**src/rtl/shift_sequencer.sv**
```systemverilog
// Multi-cycle SLL/SRL/SRA: one log-shifter stage per cycle (2**(SHW-1) down to 1), result after SHW cycles.
// Accepts a request only in IDLE; the result is held in DONE until out_ready, with no queueing of new requests.
module shift_sequencer #(
  parameter int WIDTH = 32,
  parameter int SHW   = 5
) (
  input  logic             clock,
  input  logic             reset,
  input  logic             in_valid,
  output logic             in_ready,
  input  logic [WIDTH-1:0] operandA,
  input  logic [SHW-1:0]   shamt,
  input  logic [1:0]       op,
  output logic             out_valid,
  input  logic             out_ready,
  output logic [WIDTH-1:0] result,
  output logic             busy
);

  typedef enum logic [1:0] {IDLE, SHIFT, DONE} state_t;

  localparam logic [1:0]     OP_SLL = 2'b00;
  localparam logic [1:0]     OP_SRL = 2'b01;
  localparam logic [1:0]     OP_SRA = 2'b10;
  localparam logic [SHW-1:0] K_LAST = SHW'(SHW - 1);

  state_t                  state, state_nxt;
  logic [WIDTH-1:0]        work, work_nxt;
  logic [SHW-1:0]          k, k_nxt;
  logic [SHW-1:0]          shamt_q;
  logic [1:0]              op_q;
  logic                    accept;
  logic [SHW-1:0][WIDTH-1:0] stage_res;
  logic                    stage_en;
  logic [WIDTH-1:0]        stage_sel;

  // Every stage is a fixed-distance shift; only the one selected by k is used each cycle.
  for (genvar i = 0; i < SHW; i++) begin : g_stage
    localparam int AMT = 1 << i;
    assign stage_res[i] =
        (op_q == OP_SLL) ? {work[WIDTH-1-AMT:0], {AMT{1'b0}}} :
        (op_q == OP_SRL) ? {{AMT{1'b0}}, work[WIDTH-1:AMT]} :
        (op_q == OP_SRA) ? {{AMT{work[WIDTH-1]}}, work[WIDTH-1:AMT]} :
                           work;
  end

  always_comb begin
    stage_en  = 1'b0;
    stage_sel = work;
    for (int i = 0; i < SHW; i++) begin
      if (k == SHW'(i)) begin
        stage_en  = shamt_q[i];
        stage_sel = stage_res[i];
      end
    end
  end

  always_comb begin
    state_nxt = state;
    k_nxt     = k;
    work_nxt  = work;
    accept    = 1'b0;
    in_ready  = 1'b0;
    out_valid = 1'b0;
    busy      = 1'b0;
    case (state)
      IDLE: begin
        in_ready = 1'b1;
        if (in_valid) begin
          accept    = 1'b1;
          work_nxt  = operandA;
          k_nxt     = K_LAST;
          state_nxt = SHIFT;
        end
      end
      SHIFT: begin
        busy = 1'b1;
        if (stage_en) begin
          work_nxt = stage_sel;
        end
        if (k == '0) begin
          state_nxt = DONE;
        end else begin
          k_nxt = k - SHW'(1);
        end
      end
      DONE: begin
        busy      = 1'b1;
        out_valid = 1'b1;
        if (out_ready) begin
          state_nxt = IDLE;
        end
      end
      default: state_nxt = IDLE;
    endcase
  end

  always_ff @(posedge clock) begin
    if (!reset) begin
      state   <= IDLE;
      k       <= K_LAST;
      work    <= '0;
      shamt_q <= '0;
      op_q    <= '0;
    end else begin
      state <= state_nxt;
      k     <= k_nxt;
      work  <= work_nxt;
      if (accept) begin
        shamt_q <= shamt;
        op_q    <= op;
      end
    end
  end

  // The work register doubles as the result; it holds after the out handshake.
  assign result = work;

endmodule

```
**config.mk**
```make
export PLATFORM = sky130hd
export DESIGN_NAME = shift_sequencer
export DESIGN_NICKNAME = d
export VERILOG_FILES = /design/src/rtl/shift_sequencer.sv
export SDC_FILE = /design/constraint.sdc
export NUM_CORES = 1
export LEC_CHECK = 0
export BUFFER_PORTS_ARGS = -buffer_cell sky130_fd_sc_hd__buf_2
export CAP_MARGIN = 10
export CORE_UTILIZATION = 45
export CTS_CLUSTER_DIAMETER = 30
export DETAILED_ROUTE_END_ITERATION = 8
export PLACE_DENSITY = 0.66
export SKIP_CTS_REPAIR_TIMING = 1
export SLEW_MARGIN = 10
export SYNTH_ARGS = -nofsm -noshare
export SYNTH_HDL_FRONTEND = slang
export SYNTH_SLANG_ARGS = --single-unit
```
**constraint.sdc**
```tcl
create_clock -name clock -period 2.3 [get_ports clock]
set_input_delay 0.345 -clock clock [delete_from_list [all_inputs] [get_ports clock]]
set_output_delay 0.345 -clock clock [all_outputs]
set_load 0.005 [all_outputs]
```
# Yosys cells after proc, flatten, opt, wreduce, memory -nomap -nowiden
# Cells that the tools add are included.
dict set report totals {
  romBits 0
  out_inout_bits 35
  ramBits 0
  wordCells 80
  latch_bits 0
  register_bits 46
  memories 0
}
dict set report op_classes {
  reduce_logical 9
  muxes 40
  add_sub_neg 1
  shift 0
  bitwise_logic 0
  div 0
  magnitude_cmp 0
  n_eq_ne 24
  multipliers 0
}
# cell n
set op_table {}
lappend op_table {{$mux 32} 17}
lappend op_table {{$mux 31} 5}
lappend op_table {{$pmux 32 s2} 1}
lappend op_table {{$ne 5x5->1 const B} 5}
lappend op_table {{$ne 4x4->1 const B} 5}
lappend op_table {{$reduce_and 9->1} 2}
lappend op_table {{$eq 5x2->1 const B} 2}
lappend op_table {{$mux 1} 10}
lappend op_table {{$mux 5} 2}
lappend op_table {{$ne 2x2->1 const B} 5}
lappend op_table {{$pmux 5 s2} 1}
lappend op_table {{$mux 2} 3}
lappend op_table {{$ne 6x6->1 const B} 1}
lappend op_table {{$pmux 2 s3} 1}
lappend op_table {{$reduce_and 3->1} 2}
lappend op_table {{$eq 5x1->1 const B} 1}
lappend op_table {{$eq 5x3->1 const B} 1}
lappend op_table {{$logic_not 5->1} 1}
lappend op_table {{$sub 5x1->5 const B} 1}
lappend op_table {{$eq 2x1->1 const B} 2}
lappend op_table {{$eq 2x2->1 const B} 2}
lappend op_table {{$logic_not 2->1} 2}
lappend op_table {{$reduce_bool 2->1} 1}
lappend op_table {{$reduce_or 2->1} 1}

# Depth between registers and ports, before layout
# Gate-level depths: netlist of the first run.
dict set report logic_depth {
  word_depth 11
  ltp_mapped 10
  depth_no_buf 7
}

# Least setup slack after synthesis of the first run
# Ideal clock, no wire load.
dict set report synth_path {
  kind {flip-flop to flip-flop}
  startpoint {register k[0]}
  endpoint {register work[9] (netlist: result[9])}
  setup_slack_ns 0.013
  arrival_time_ns 2.171
  period_less_slack_ns 2.287
  stages_incl_launch_ff 9
  required_ns 2.183
  path_cell_list {dfxtp_1 ha_1 clkbuf_1 or4b_2 clkbuf_1 nor2_1 a21oi_1 a221o_1 a22o_1}
}
dict set report synth_between {
  elab_chain_len 8
  elab_cells_between_ends 24
  classes_between {11 x eq/ne; 11 x mux; 2 x reduce/logical}
}
# item line_no
set synth_lines {}
lappend synth_lines {{start, declared} 29} ;# logic [SHW-1:0] k, k_nxt;
lappend synth_lines {{start signal, assigned} 107} ;# k <= k_nxt;
lappend synth_lines {{$logic_not 5->1} 51} ;# if (k == SHW'(i)) begin
lappend synth_lines {{$mux 1 (5 in series)} 51}
lappend synth_lines {{$ne 2x2->1 (no source line)} -}
lappend synth_lines {{$reduce_and 9->1 (no source line)} -}
lappend synth_lines {{end signal, assigned} 108} ;# work <= work_nxt;
lappend synth_lines {{end, declared} 28} ;# logic [WIDTH-1:0] work, work_nxt;
# Several ways; a longest one is shown, not always the timed one. The select of a mux whose other input is x is not followed.
# A chain may end at the register's enable or synchronous reset.

# Final worst setup path of the first run
dict set report layout_path {
  startpoint {register k[0]}
  endpoint {register work[27] (netlist: result[27])}
}
# The elaborated chain is that of the path after synthesis.

==> results of run 1 <==
[layer usage]
metal	track usage	routed length (um)	share of wire	vias to the layer above
met3	0.1075	2961	0.14	98
met1	0.5674	8473	0.39	2775
met2	0.6170	9176	0.42	546
met4	0.1906	1081	0.050	0
met5	0	0	0	-
li1	-	-	-	2578
[critical path, stage by stage (launching register included)]
cell and delay (ns):
dfxtp_4 0.39, buf_4 0.13, ha_4 0.15, or4b_4 0.55
buf_4 0.17, mux4_2 0.43, a21oi_2 0.11, o31ai_1 0.08
a22o_1 0.18
[synth_stat cells, drive strengths merged, types with 3 or more instances]
cell type	number	area share
a2111o	4	0.010
a2111oi	7	0.014
a211oi	25	0.043
a21o	4	0.0069
a21oi	54	0.063
a221oi	11	0.022
a22o	17	0.034
a22oi	12	0.021
a31oi	14	0.021
and2	4	0.0057
buf	18	0.027
clkbuf	40	0.034
dfxtp	46	0.21
ha	8	0.023
inv	10	0.0086
mux2i	8	0.018
nand2	65	0.056
nand3	24	0.029
nand4	6	0.0086
nor2	25	0.021
nor3	5	0.0069
nor3b	4	0.0069
nor4	13	0.022
nor4b	4	0.014
o211ai	5	0.0097
o21a	4	0.0069
o21ai	33	0.038
o221ai	14	0.031
o22ai	3	0.0043
o2bb2ai	12	0.024
o311ai	4	0.0080
o31ai	7	0.012
or2	3	0.0043
or3b	27	0.054
or4	3	0.0051
or4b	4	0.010
[final timing paths]
path              depth (start not counted)    endpoint  slack [ns]  startpoint
setup / recovery                          8  result[27]       0.004        k[0]
hold / removal                            3  shamt_q[3]        0.26    shamt[3]
setup reg to reg                          8  result[27]       0.004        k[0]
hold reg to reg                           2   result[0]        0.49   result[0]
[cell type report]
class                   count  share of cell area
clock buffers               5             0.01143
clock inverters             3            0.007897
inverters                  11            0.006858
multi-input cells         461              0.5522
flip-flops and latches     46              0.1542
well taps                 129             0.02681
repair buffers            203              0.2406
[sequential cells by signal, summed over array words and instances, names as in the netlist]
| register | count |
|---|---|
| result | 32 |
| shamt_q | 5 |
| op_q | 2 |
| k | 5 |
| state | 2 |
[through the flow]
| step | power, uW | worst slack, ns |
|---|---|---|
| after detailed placement | 5732 | -0.2089 |
| after floorplan | 3692 | 0.01270 |
| after CTS | 6439 | -0.2465 |
| after global routing | 7170 | -0.03213 |
| final | 6897 | 0.003843 |
| after global placement | 5679 | -0.1223 |
[where the power goes]
part	total (uW)	switching, uW	internal [uW]
sequential	1450	392	1060
clock	703	369	333
combinational	4740	2670	2070
[kinds of logic after synthesis]
group	Yosys count	share of synthesized area
compound gates	245	0.4040
simple gates	194	0.2569
buf+inv	69	0.07096
flops	46	0.2106
mux	10	0.02861
fa+ha+maj	8	0.02289
xor+xnor	3	0.006010
==> metrics.txt, run 1 <==
status=finished, final reports clean; Max VDD drop=~0.0008 V; largest net degree at the start of global routing=50; clock slew at reported path FFs=approximately 0.11 ns; Final Core Density=0.6455; Min Hold Slack=between 0.2 and 0.3 ns; yosys warns=0; initial antenna violation count=0; Final setup viols=0; Cell variety after synth=74; io pins=between 70 and 80; Crit path required time=between 2 and 3 ns; crit path max fanout=5; global-route wire length before repair=roughly 32000 um; final cell count without fillers=roughly 860; vias in the first global route=5456; CTS tree=built; Area growth, synth to finish=37.68%; routability cong.=a little over 1; total clock sinks=46; ANT cells=0; grt total ovfl=0; Setup TNS=0 ns; Routed Wire Length=~22000 um; I/O Buffers=77; # rows=35; die area=between 10000 and 15000 um^2; Leak=around 0.0025 uW; clk root buf=clkbuf_8; Starting Density=0.4688; die extent in x=~100 um; Final Cycle Share=0.9983; DRT iter0 DRCs=~720; relative slew slack=0.5222; Critical Path Sink Type=flop; Worst-Skew Late Latency=approximately 0.33 ns; routed len/inst=around 25 um; Residual DRC=0; layout cells sized above 1=0.3992; DP Area=between 5000 and 6000 um^2; Seq/Total Area, Yosys=0.2106; Core ar.=9328 um^2; commonest non-fill, non-tap cell in the layout=buf_4; Yosys reg bits=46; post-route cell area=~6000 um^2; Storage cell area=between 900 and 1000 um^2; commonest non-fill, non-tap cells in the layout=114 x buf_4, 78 x buf_2, 64 x nand2_1, 52 x a21oi_1, 42 x dfxtp_1; Post-DRT Antenna Nets=0; syn_nets=626; CTS buffer count=5; Multi-input gate area=about 3300 um^2; Post-DP HPWL=approximately 16000 um; Chip Height=~100 um; achievable frequency=roughly 440 MHz; P per Cell Area=around 1100 nW/um^2; Avg Synthesized Cell Area=around 7.6 um^2; top_reg_cell synth=dfxtp_1; DR pass1 iterations=8; H-tree depth=2; Filler cells=roughly 830; WP data arrival=between 2 and 3 ns; Layout Skew=between 0.02 and 0.025 ns; Setup CP Type=flop to flop; Tmin final=around 2.3 ns; GRT Util Overall=0.4175; Max Cap Viol=0; Worst Setup Start Kind=flop; vias per inst=roughly 7; Worst-Margin Slew=between 0.7 and 0.8 ns; vias post-DR=around 6.0k; synthesized cell area=around 4400 um^2; Pins Over Slew Limit=0; Post-synth EDFFs=0; Fin. Hold Viols=0; Inst Count DP=840; Syn Inst Count=approximately 580; HP Class=input port to flop; Max clock buf depth=2; Synth async-reset ratio=0; Final Net Count=approximately 780
No activity file was read; power rests on OpenSTA's default activity.
==> run 2: changes to the inputs <==
--- a/config.mk
+++ b/config.mk
@@ -10,7 +10,7 @@
 export CORE_UTILIZATION = 45
 export CTS_CLUSTER_DIAMETER = 30
 export DETAILED_ROUTE_END_ITERATION = 8
-export PLACE_DENSITY = 0.66
+export PLACE_DENSITY = 0.7
 export SKIP_CTS_REPAIR_TIMING = 1
 export SLEW_MARGIN = 10
 export SYNTH_ARGS = -nofsm -noshare
==> run 2 against run 1 <==
The flow now finishes with violations (setup timing). Clock skew shrank 0.0085 ns. Setup slack got worse by 0.048 ns. Routed wire length up 2.9%. Worst hold slack improved by 0.012 ns. Fmax is 2.1% lower. Via count grew 1.5%. Power grew 4.2%. Global-route usage increased by 0.99 points. Core utilization increased by 1.4 points. Highest routed layer unchanged.
==> metrics.txt, run 2 (synthesized netlist as in run 1, its figures left out) <==
io pins=78 (unchanged); die extent in x=100.6 um (unchanged); CP most frequent cell=buf_4; Worst-Skew Late Latency=0.32 ns (about the same); relative slew slack=0.5727 (+0.05053); CP max stage cell=nor4_1; clock slew at reported path FFs=0.10 ns (about the same); achievable frequency=426.5 MHz (-2.1%); failing checks=setup timing; Residual DRC=0 (unchanged); Leak=0.002535 uW (+2.9%); Pins Over Slew Limit=0 (unchanged); largest net degree at the start of global routing=42 (-16%); Starting Density=0.4688 (unchanged); Tot Pwr=7185 uW (+4.2%); RSZ-0062 raised after global routing=true; die area=10120 um^2 (unchanged); routed len/inst=25.62 um (+1.3%); clk root buf=clkbuf_8; Final Cycle Share=1.019 (+0.02106); post-route setup slack=-0.04460 ns (-0.04845 ns); Routed Wire Length=22320 um (+2.9%); Setup CP Type=flop to flop; ANT cells=0 (unchanged); Max Cap Viol=0 (unchanged); CTS buffer count=5 (unchanged); vias post-DR=6084 (+1.5%); Post-DP HPWL=16190 um (+2.9%); routability cong.=1.076 (+6.9%); Core ar.=9328 um^2 (unchanged); vias per inst=6.985 (about the same); Max clock buf depth=2 (unchanged); P per Cell Area=1168 nW/um^2 (+2.0%); Setup TNS=-0.04460 ns (-0.04460 ns); Layout Skew=0.01406 ns (-0.008483 ns); commonest non-fill, non-tap cell in the layout=buf_4; total clock sinks=46 (unchanged); crit path max fanout=7 (+2); CTS tree=built; worst slack, placed=-0.08686 ns (+0.1220 ns); DRT iter0 DRCs=803 (+11%); # rows=35 (unchanged); grt total ovfl=0 (unchanged); Post-DRT Antenna Nets=0 (unchanged); WP data arrival=2.56 ns (+0.04 ns); commonest non-fill, non-tap cells in the layout=126 x buf_4, 77 x buf_2, 62 x nand2_1, 51 x a21oi_1, 40 x dfxtp_1; status=finished, violations left; Max VDD drop=0.0008128 V (+2.4%); I/O Buffers=77 (unchanged); Final Net Count=792 (+1.7%); initial antenna violation count=0 (unchanged); max reg flops=32 (unchanged); Worst Setup Start Kind=flop; Chip Height=100.6 um (unchanged); Final Core Density=0.6593 (+0.01382); Fin. Hold Viols=0 (unchanged); Bufs and invs on worst path=4 (+2); Tmin final=2.345 ns (+0.04845 ns); Area growth, synth to finish=40.63%; Crit path required time=2.52 ns (about the same); Worst-Margin Slew=0.6385 ns (-0.07077 ns); Min Hold Slack=0.2706 ns (+0.01214 ns); crit path cell chain=inv_1 > ha_1 > buf_4 > or2_2 > buf_4 > a22oi_2 > nor4_1 > buf_4 > o221ai_1 > a22o_1; DR pass1 iterations=6 (-2); Final setup viols=1 (+1); layout cells sized above 1=0.4178 (+0.01861); vias in the first global route=5638 (+3.3%); GRT Util Overall=0.4274 (+0.009869); global-route wire length before repair=32360 um (+1.8%); HP Class=input port to flop; H-tree depth=2 (unchanged); slowest cell delay on critical path=0.42 ns (-0.13 ns); CP top delay family=buffers and inverters; Critical Path Sink Type=flop
## run 2: changes by cell type in the layout (fill, tap and decap cells not counted), moves of 2 or more
cell      previous run  this run
nand2_1             64        62
or4b_4               5         3
ha_4                 3         0
dfxtp_2              3         5
nand2_2              1         3
buf_4              114       126
a221oi_2             1         5
dfxtp_1             42        40
a221oi_1            10         6
inv_6                2         0
or4b_2               0         2
ha_2                 1         4
## run 2: where the power goes
group | internal (uW) | switching (uW) | total [uW] | leakage [uW]
Combinational | 2150 | 2800 | 4950 | 0.00209
Sequential | 1060 | 396 | 1460 | 0.000379
Clock | 436 | 340 | 776 | 0.0000683
Total | 3650 | 3530 | 7180 | 0.00253
## run 2: path summary, 6_finish.rpt
path | start | to | slack, ns | cells past startpoint
setup reg to reg | k[0] | result[7] | -0.04 | 10
hold / removal | shamt[4] | shamt_q[4] | 0.27 | 3
hold reg to reg | shamt_q[1] | shamt_q[1] | 0.48 | 2
setup / recovery | k[0] | result[7] | -0.04 | 10
## run 2: per-layer routing
metal  vias to the layer above  GRT usage  part of all wire
li1                       2609          -                 -
met1                      2800     0.5725              0.37
met2                       542     0.6375              0.42
met3                       133     0.1089              0.15
met4                         0     0.2051             0.061
met5                         -          0                 0
## run 2: layout make-up
class                           count  area [um^2]
Fill cell                         827         3178
Sequential cell                    46        930.9
Multi-Input combinational cell    461         3308
Clock buffer                        5        68.82
Timing Repair Buffer              216         1570
Tap cell                          129        161.4
Inverter                           11        41.29
Clock inverter                      3        68.82
## run 2: per-stage QoR
step / instance area, um^2 / instances
finish: 6150 / 871
global route: 6150 / 871
CTS: 5879 / 863
detailed placement: 5742 / 855
global placement: 5742 / 855
floorplan: 4373 / 575
## run 2: tightest hold or removal path, stage by stage
cell and delay (ns):
buf_2 0.10, nand3_1 0.05, a21oi_1 0.05
==> run 3: changes to the inputs <==
--- a/config.mk
+++ b/config.mk
@@ -10,7 +10,7 @@
 export CORE_UTILIZATION = 45
 export CTS_CLUSTER_DIAMETER = 30
 export DETAILED_ROUTE_END_ITERATION = 8
-export PLACE_DENSITY = 0.7
+export PLACE_DENSITY = 0.68
 export SKIP_CTS_REPAIR_TIMING = 1
 export SLEW_MARGIN = 10
 export SYNTH_ARGS = -nofsm -noshare
==> constraint.sdc (replaced) <==
create_clock -name clock -period 2.64 [get_ports clock]
set_input_delay 0.396 -clock clock [delete_from_list [all_inputs] [get_ports clock]]
set_output_delay 0.396 -clock clock [all_outputs]
set_load 0.005 [all_outputs]
==> run 3 against run 2 <==
The flow now finishes without violations. Design area down 13%. Non-clock buffer count down 71. Die area unchanged. Global-route usage down 3.6 points. Routed wire length down 12%. First-iteration DRC count down 30%. Critical path depth down 1. Sequential power down 11%. Clock power down 26%. Critical path type unchanged.
==> metrics.txt, run 3 (synthesized netlist as in run 1, its figures left out) <==
GRT Util Overall=0.3913 (-0.03611); commonest non-fill, non-tap cells in the layout=77 x buf_2, 65 x nand2_1, 65 x buf_4, 53 x a21oi_1, 45 x dfxtp_1; initial antenna violation count=0 (unchanged); Pins Over Slew Limit=0 (unchanged); Worst-Skew Late Latency=0.31 ns (about the same); Area growth, synth to finish=22.06%; clock slew at reported path FFs=0.10 ns (about the same); layout cells sized above 1=0.3134 (-0.1044); RSZ-0062 raised after global routing=false; Final Cycle Share=0.9605 (-0.05887); Crit path required time=2.85 ns (+0.33 ns); grt total ovfl=0 (unchanged); Residual DRC=0 (unchanged); setup slack, reg-to-reg=0.10 ns (+0.15 ns); # rows=35 (unchanged); Routed Wire Length=19620 um (-12%); routed len/inst=24.56 um (-4.1%); Filler cells=925 (+12%); crit path max fanout=29 (+22); Worst Setup Start Kind=flop; CTS buffer count=5 (unchanged); vias post-DR=5574 (-8.4%); Worst-Margin Slew=0.6257 ns (-0.01273 ns); worst flop-to-flop path startpoint=k[0]; max reg flops=32 (unchanged); Layout Skew=0.008204 ns (-0.005855 ns); DP Area=5184 um^2 (-9.7%); H-tree depth=2 (unchanged); clk root buf=clkbuf_8; Leak=0.002129 uW (-16%); io pins=78 (unchanged); status=finished, final reports clean; Sw Ratio=0.5123 (+0.02052); CTS tree=built; combinational power share=0.643 (-0.046); Final setup viols=0 (-1); Critical Path Sink Type=flop; largest net degree at the start of global routing=57 (+36%); DR pass1 iterations=6 (unchanged); Post-DRT Antenna Nets=0 (unchanged); Reg-to-Reg End=result[9]; I/O Buffers=77 (unchanged); P per Cell Area=980.9 nW/um^2 (-16%); routability cong.=0.9944 (-7.6%); DRT iter0 DRCs=565 (-30%); Starting Density=0.4688 (unchanged); vias in the first global route=5161 (-8.5%); Max VDD drop=0.0006773 V (-17%); crit path launch=k[0]; Fin. Hold Viols=0 (unchanged); Post-DP HPWL=14240 um (-12%); Clock Power Share=0.109 (about the same); achievable frequency=394.4 MHz (-7.5%); Final Net Count=720 (-9.1%); post-route cell area=5338 um^2 (-13%); die extent in x=100.6 um (unchanged); Net Switching=2682 uW (-24%); R2R depth=9 (-1); die area=10120 um^2 (unchanged); vias per inst=6.976 (-0.13%); commonest non-fill, non-tap cell in the layout=buf_2; global-route wire length before repair=29940 um (-7.5%); Setup CP Type=flop to flop; ANT cells=0 (unchanged); Critical Path End=result[9]; Max clock buf depth=2 (unchanged); Core ar.=9328 um^2 (unchanged); relative slew slack=0.5784 (+0.005723); WP data arrival=2.75 ns (+0.19 ns); HP Class=input port to flop; Setup TNS=0 ns (+0.04460 ns); sequential share of power=0.247 (+0.044); Max Cap Viol=0 (unchanged); Tmin final=2.536 ns (+0.1912 ns); Chip Height=100.6 um (unchanged); Internal Power=2553 uW (-30%); total clock sinks=46 (unchanged)
==> run 3: worst min path at each step <==
stage	startpoint	endpoint	slack (ns)	depth (start not counted)
floorplan	shamt_q[0]	shamt_q[0]	0.44	2
CTS	shamt[1]	shamt_q[1]	0.31	3
global placement	shamt_q[2]	shamt_q[2]	0.45	2
finish	op[1]	op_q[1]	0.31	3
global route	op[1]	op_q[1]	0.31	3
detailed placement	shamt_q[3]	shamt_q[3]	0.45	2
==> run 3: routing by layer <==
metal / GRT usage / vias to the layer above / part of all wire
met1: 0.5332 / 2628 / 0.41
met4: 0.1929 / 0 / 0.053
li1: - / 2453 / -
met3: 0.09501 / 96 / 0.11
met5: 0 / - / 0
met2: 0.5738 / 397 / 0.42
==> run 3: power by group through the flow <==
stage / clock [uW] / sequential [uW] / combinational, uW
finish: 572 / 1300 / 3370
global route: 618 / 1310 / 3580
CTS: 593 / 1270 / 3260
detailed placement: 0 / 1280 / 3240
global placement: 0 / 1280 / 3220
floorplan: 0 / 1150 / 2070
==> run 3: area by class of cell <==
type,instances,area (um^2),area share
Multi-Input combinational cell,460,3166,0.5931
Clock buffer,5,68.82,0.01289
Sequential cell,46,922.1,0.1728
Timing Repair Buffer,145,933.4,0.1749
Clock inverter,3,45.04,0.008439
Tap cell,129,161.4,0.03024
Inverter,11,41.29,0.007736
==> run 3: through the flow <==
step / total power, uW / util / hold slack (ns) / worst slack [ns] / instances
2_1_floorplan: 3216 / - / 0.4366 / 0.3527 / 575
3_3_place_gp: 4509 / 0.5557 / 0.4451 / 0.1198 / 789
3_5_place_dp: 4517 / 0.5557 / 0.4511 / 0.1362 / 789
4_1_cts: 5114 / 0.5679 / 0.3148 / 0.1200 / 797
5_1_grt: 5513 / 0.5722 / 0.3145 / 0.01263 / 799
6_report: 5235 / 0.5722 / 0.3111 / 0.1042 / 799
==> run 3: worst max-delay path: stages, from the launching register on <==
cell     delay (ns)
dfxtp_1        0.32
inv_1          0.10
ha_1           0.18
buf_4          0.34
or2_2          0.26
buf_4          0.21
a22oi_1        0.10
or4_1          0.41
a221o_1        0.33
a22o_1         0.17
